File: src/rtl/alu_cmd_queue.sv
// ----------------------------------------------------------------------------
// alu_cmd_queue
// Command buffer in front of the 4-bit ALU. Commands {a, b, opcode} arrive
// over a valid/ready handshake and are held in a small circular FIFO. The
// head entry is presented to the ALU one command at a time.
//
// Ports:
//   clk        in   rising-edge clock
//   rst_n      in   asynchronous active-low reset
//   in_valid   in   producer has a command
//   in_ready   out  queue can accept (not full)
//   in_a/in_b  in   4-bit operands
//   in_opcode  in   3-bit ALU opcode (1xx invalid)
//   out_valid  out  head entry is presented (not empty)
//   out_ready  in   ALU consumes the head entry
//   out_a/out_b/out_opcode out  head entry fields
//   count      out  occupancy, 0..DEPTH
//   drop_flag  out  sticky, set when a command was discarded
//
// Optional feature: define ALU_CMD_FILTER_EN to discard accepted commands
// that carry an invalid opcode (1xx) or a divide by zero. Without the macro
// every accepted command is stored and drop_flag is held at 0.
// ----------------------------------------------------------------------------
module alu_cmd_queue #(
    parameter int DEPTH = 4,
    parameter int CW    = $clog2(DEPTH) + 1
) (
    input  logic          clk,
    input  logic          rst_n,
    input  logic          in_valid,
    output logic          in_ready,
    input  logic [3:0]    in_a,
    input  logic [3:0]    in_b,
    input  logic [2:0]    in_opcode,
    output logic          out_valid,
    input  logic          out_ready,
    output logic [3:0]    out_a,
    output logic [3:0]    out_b,
    output logic [2:0]    out_opcode,
    output logic [CW-1:0] count,
    output logic          drop_flag
);

    localparam int PW = $clog2(DEPTH);
    localparam logic [CW-1:0] FULL_CNT = CW'(DEPTH);

    logic [10:0]   mem_q [DEPTH];
    logic [PW-1:0] wr_ptr_q, wr_ptr_d;
    logic [PW-1:0] rd_ptr_q, rd_ptr_d;
    logic [CW-1:0] count_q, count_d;
    logic          accept_s;
    logic          store_s;
    logic          pop_s;
    logic [10:0]   head_s;

    // Handshake qualifiers, all decoded from registered occupancy.
    assign in_ready  = (count_q != FULL_CNT);
    assign out_valid = (count_q != {CW{1'b0}});
    assign accept_s  = in_valid && in_ready;
    assign pop_s     = out_valid && out_ready;

`ifdef ALU_CMD_FILTER_EN
    logic bad_cmd_s;
    logic drop_q, drop_d;

    // Invalid opcodes and divide-by-zero are accepted but never stored.
    assign bad_cmd_s = in_opcode[2] || ((in_opcode == 3'b011) && (in_b == 4'd0));
    assign store_s   = accept_s && !bad_cmd_s;

    // Sticky drop indication; only reset clears it.
    always_comb begin
        drop_d = drop_q;
        if (accept_s && bad_cmd_s) begin
            drop_d = 1'b1;
        end else begin
            drop_d = drop_q;
        end
    end

    // Drop flag register.
    always_ff @(posedge clk or negedge rst_n) begin
        if (!rst_n) begin
            drop_q <= 1'b0;
        end else begin
            drop_q <= drop_d;
        end
    end

    assign drop_flag = drop_q;
`else
    assign store_s   = accept_s;
    assign drop_flag = 1'b0;
`endif

    // Pointer and occupancy next-state; pointers wrap naturally (power of two).
    always_comb begin
        wr_ptr_d = wr_ptr_q;
        rd_ptr_d = rd_ptr_q;
        count_d  = count_q;
        if (store_s) begin
            wr_ptr_d = wr_ptr_q + {{(PW-1){1'b0}}, 1'b1};
        end else begin
            wr_ptr_d = wr_ptr_q;
        end
        if (pop_s) begin
            rd_ptr_d = rd_ptr_q + {{(PW-1){1'b0}}, 1'b1};
        end else begin
            rd_ptr_d = rd_ptr_q;
        end
        case ({store_s, pop_s})
            2'b10:   count_d = count_q + {{(CW-1){1'b0}}, 1'b1};
            2'b01:   count_d = count_q - {{(CW-1){1'b0}}, 1'b1};
            default: count_d = count_q;
        endcase
    end

    // Pointer and occupancy registers.
    always_ff @(posedge clk or negedge rst_n) begin
        if (!rst_n) begin
            wr_ptr_q <= {PW{1'b0}};
            rd_ptr_q <= {PW{1'b0}};
            count_q  <= {CW{1'b0}};
        end else begin
            wr_ptr_q <= wr_ptr_d;
            rd_ptr_q <= rd_ptr_d;
            count_q  <= count_d;
        end
    end

    // Entry storage; cleared on reset so the head fields read zero.
    always_ff @(posedge clk or negedge rst_n) begin
        if (!rst_n) begin
            for (int i = 0; i < DEPTH; i++) begin
                mem_q[i] <= 11'd0;
            end
        end else if (store_s) begin
            mem_q[wr_ptr_q] <= {in_a, in_b, in_opcode};
        end else begin
            mem_q[wr_ptr_q] <= mem_q[wr_ptr_q];
        end
    end

    assign head_s     = mem_q[rd_ptr_q];
    assign out_a      = head_s[10:7];
    assign out_b      = head_s[6:3];
    assign out_opcode = head_s[2:0];
    assign count      = count_q;

endmodule

File: config.mk
export PLATFORM = sky130hd
export DESIGN_NAME = alu_cmd_queue
export DESIGN_NICKNAME = d
export VERILOG_FILES = /design/src/rtl/alu_cmd_queue.sv
export SDC_FILE = /design/constraint.sdc
export NUM_CORES = 1
export LEC_CHECK = 0
export BUFFER_PORTS_ARGS = -buffer_cell sky130_fd_sc_hd__buf_2
export CAP_MARGIN = 20
export CORE_MARGIN = 2
export CORE_UTILIZATION = 57
export DETAILED_ROUTE_END_ITERATION = 16
export PLACE_DENSITY = 0.88
export SYNTH_ARGS = -nofsm -noshare
export SYNTH_HDL_FRONTEND = slang
export SYNTH_SLANG_ARGS = --single-unit
File: constraint.sdc
create_clock -name clk -period 3 [get_ports clk]
set_clock_uncertainty 0.15 [all_clocks]
set_input_delay 0.3 -clock clk [delete_from_list [all_inputs] [get_ports clk]]
set_output_delay 0.3 -clock clk [all_outputs]
set_load 0.01 [all_outputs]
# ---- Word level (Yosys, flattened, before mapping)
# Index checks and enable logic that the tools add are counted.
# W data, S select, Z words.
dict set report word_totals {
  ff_bits 51
}
dict set report classes {
  add_sub_neg 4
  order_cmp 3
  eq_ne 3
  muxes 12
  bitwise 2
  reduce_logical 5
}
# operator n
set ops {}
lappend ops {{$bwmux W44} 2}
lappend ops {{$mux W11} 5}
lappend ops {{$bmux W11 S2} 2}
lappend ops {{$mux W44} 1}
lappend ops {{$demux W11 S2} 1}
lappend ops {{$ge A3 B3 Y1 const B} 2}
lappend ops {{$not A2 Y3} 2}
lappend ops {{$pmux W3 S2} 1}
lappend ops {{$add A2 B1 Y2 const B} 2}
lappend ops {{$add A3 B1 Y3 const B} 1}
lappend ops {{$logic_and A1 B1 Y1} 3}
lappend ops {{$lt A3 B1 Y1 const B} 1}
lappend ops {{$ne A3 B3 Y1 const B} 1}
lappend ops {{$reduce_bool A3 Y1} 1}
lappend ops {{$sub A3 B1 Y3 const B} 1}
lappend ops {{$eq A2 B1 Y1 const B} 1}
lappend ops {{$eq A2 B2 Y1 const B} 1}
lappend ops {{$reduce_bool A2 Y1} 1}

# ---- Logic depth before layout (Yosys ltp)
dict set report logic_depth {
  word_depth 7
  mapped_depth 9
}

# ---- Worst setup path after synthesis
# OpenSTA, ideal clock, no wires.
dict set report synth_timing {
  kind {reg2reg}
  startpoint {reg count_q[0] (netlist: count[0])}
  endpoint {reg count_q[2] (netlist: count[2])}
  t_arrival_ns 1.876
  setup_slack_ns 0.895
  path_stages_with_launch 10
  path_buffers 0
  synth_period_minus_slack_ns 2.105
  cell_sequence {dfrtp_1 -> nor3b_2 -> inv_1 -> nand2_1 -> ha_1 -> inv_1 -> fa_1 -> xor2_1 -> nor2_1 -> xor2_1}
}
dict set report synth_between {
  elab_chain_len 4
  elab_cells_between_ends 10
  classes_between {add/sub: 2; eq/ne: 3; mux: 1; reduce/logical: 4}
}
# item line
set synth_rtl {}
lappend synth_rtl {{from (decl)} 50} ;# logic [CW-1:0] count_q, count_d;
lappend synth_rtl {{from (signal assigned)} 122} ;# count_q <= {CW{1'b0}};
lappend synth_rtl {{from (signal assigned)} 126} ;# count_q <= count_d;
lappend synth_rtl {{$ne A3 B3 Y1 / $reduce_bool A3 Y1 (equally long branches)} {57, 58}}
lappend synth_rtl {{$logic_and A1 B1 Y1 (on tied branches)} {59, 60}}
lappend synth_rtl {{$eq A2 B1 Y1 / $eq A2 B2 Y1 (equally long branches)} 110} ;# case ({store_s, pop_s})
lappend synth_rtl {{$pmux W3 S2 / $reduce_bool A2 Y1 (equally long branches)} -}
# Several ways; a longest one is shown, not always the timed one.
# A chain may end at the register's enable or synchronous reset.

# ---- Final worst setup path
# Same ends and word-level chain as after synthesis.

==> impl_metrics.toml <==
[outcome]
status = "finished, final reports clean"

[clock_network]
cts_tree = "yes"
clkTransAtPathRegs_ns = 0.09
cts_sinks = 51
root_buffer = "clkbuf_8"
clk_latency_ns = 0.31
cts_buffers = 5
cts_max_path_buffers = 2
htreeDepth = 2
cts_resized = 0

[global_route]
grt_pass1_wl_mm = 9.873
grt_pass1_vias = 1999
met2_usage_pct = 41.59
globalRouteOverflowTotal = 0
met3_usage_pct = 4.583
use_met1_pct = 34.50
antenna_found_initial = 0
top_usage_layer = "met2"
grt_use_total_pct = 25.35
grt_start_max_net_pins = 33

[die]
initial_core_util_pct = 60.16
die_area_um2 = 5255
core_um2 = 4444
die_h_um = 72.49
num_io_pins = 32
die_w_um = 72.49
rows = 24

[sta]
tns_ns = 0
worst_pin_slew_ns = 0.8182
max_freq_mhz = 410.4
rsz0062_at_grt = "no"
timing.final.crit_period_ns = 2.436
slew_violations = 0
worst_hold_slack_ns = 0.1919
finalHoldViolations = 0
slew_headroom_pct = 45.45
period_share_pct = 81.21
setup_viol = 0
fin_ws_ns = 0.5636

[route]
first_pass_iters = 4
vias_per_cell = 6.568
vias = 2023
wl_per_cell_um = 19.15
drt_iter0_drc = 185
ant_nets = 0
wirelength_mm = 5.898
drcViolationCount = 0

[hold_path]
holdCritPathClass = "input port to flip-flop"

[yosys]
synth_cell_types = 25
synth_seq_area_share_pct = 47.73
synth_top_area_share_pct = 47.73
ys_warn_count = 0
async_flop_share_pct = 100.0
syn-num-nets = 249
synthAdderAreaFrac_pct = 3.088
synthSimpleGateAreaFrac_pct = 9.359
synthMuxAreaShare_pct = 19.75
synth_most_common_cell = "dfrtp_1"
ys_seq_elements = 51
yosysTopAreaCell = "dfrtp_1"
synthTopCellsByArea = "dfrtp_1 (48%), mux4_2 (16%), a31oi_1 (10%)"
synth_ff_type = "dfrtp_1"
synth_compound_area_share_pct = 13.80
synth_edf_count = 0
synth.avg_cell_area_um2 = 11.73
ys_top_cells_by_count = "dfrtp_1 (51), nor2_1 (45), a31oi_1 (44)"
syn_inst = 228
synth_xor_area_share_pct = 1.965
synth_top_family_by_area = "multiplexers"
syn_area_um2 = 2674

[power]
powerDensity_nw_per_um2 = 1299
leakage_uw = 0.001215
vdd_drop_max_v = 0.0006534

[cells_and_area]
fin_util_pct = 67.40
syn2layout_area_growth_pct = 12.03
nNetsFinal = 276
final_area_um2 = 2995
n_antenna_cell = 0
drive_above_1_share_pct = 28.52

[worst_setup_path]
cp-start-kind = "flip-flop"
cp_max_fo = 13
worstPathArrival_ns = 2.53
worstSetupPathType = "flip-flop to flip-flop"
worstSetupEndpointType = "flip-flop"
cp.required_ns = 3.09

[place]
dpl_cell_area_um2 = 2849
pre_cts_slack_ns = 0.5978
dp_hpwl_mm = 3.904
routabilityCongestion = 0.7862
portBuffers = 30

[job]
drv_cap = 0
placed cells by master (no fill, tap or decap), drive strengths merged, types with 2 or more instances in the layout:
cell type,count
buf,36
dfrtp,51
inv,7
a31oi,44
bufinv,2
ha,5
xor2,3
xnor2,3
o21ai,11
clkbuf,5
mux4,22
nand3,11
nand2,2
nor2,45
report_power, final:
group | total [uW] | leakage (uW) | switching (uW) | internal (uW)
clock network | 562 | 0.0000644 | 230 | 332
registers | 1410 | 0.000556 | 380 | 1030
logic | 1920 | 0.000594 | 954 | 962
total | 3890 | 0.00121 | 1560 | 2330
worst max-delay path, cell delays in order (launching register included):
cell	delay, ns
dfrtp_1	0.46
nor3b_2	0.24
inv_1	0.26
nand2_1	0.22
ha_1	0.20
inv_1	0.06
fa_1	0.38
xor2_1	0.15
nor2_1	0.11
xor2_1	0.15
layout make-up:
type,count,area [um^2]
timing repair buffer,37,205.2
tap,52,65.06
fill,316,1449
multi-input combinational,153,1286
sequential,51,1276
clock buffer,5,68.82
inverter,7,26.28
clock inverter,3,67.56
sequential cells by signal (all words and copies together), names as in the netlist:
register / flops
count: 3
rd_ptr_q: 2
mem_q: 44
wr_ptr_q: 2
worst paths after layout:
check / slack, ns / end / cells past startpoint / from
min reg2reg: 0.39 / count[2] / 1 / count[2]
max reg2reg: 0.56 / count[2] / 9 / count[0]
max: 0.56 / count[2] / 9 / count[0]
min: 0.19 / mem_q[39] / 3 / in_b[3]
min in group asynchronous: 0.30 / count[0] / 2 / rst_n
max in group asynchronous: 1.64 / mem_q[0] / 3 / rst_n
kinds of logic after synthesis:
| kind of cell | after synthesis |
|---|---|
| simple gates | 60 |
| compound gates | 56 |
| buf+inv | 24 |
| flops | 51 |
| fa+ha+maj | 6 |
| other cells | 1 |
| xor+xnor | 6 |
| mux | 24 |
routing by layer:
metal	vias to the layer above	routed length [um]	share of wire, %
met5	-	0	0
met4	0	85	1.4
met3	8	498	8.4
met2	100	3090	52
met1	1008	2224	38
li1	907	-	-
metrics by stage:
| step | power [uW] | cells |
|---|---|---|
| final | 3890 | 308 |
| after global routing | 4174 | 308 |
| after CTS | 3892 | 308 |
| after detailed placement | 3329 | 299 |
| after global placement | 3236 | 299 |
| after floorplan | 2790 | 228 |
what timing repair did:
item / in CTS / in global routing
setup buffers: 0 / 0
hold buffers: 1 / 0
hold endpoints to repair: 19 / 0
endpoints found under the setup margin: 0 / 0
No activity file was read; power rests on OpenSTA's default activity.
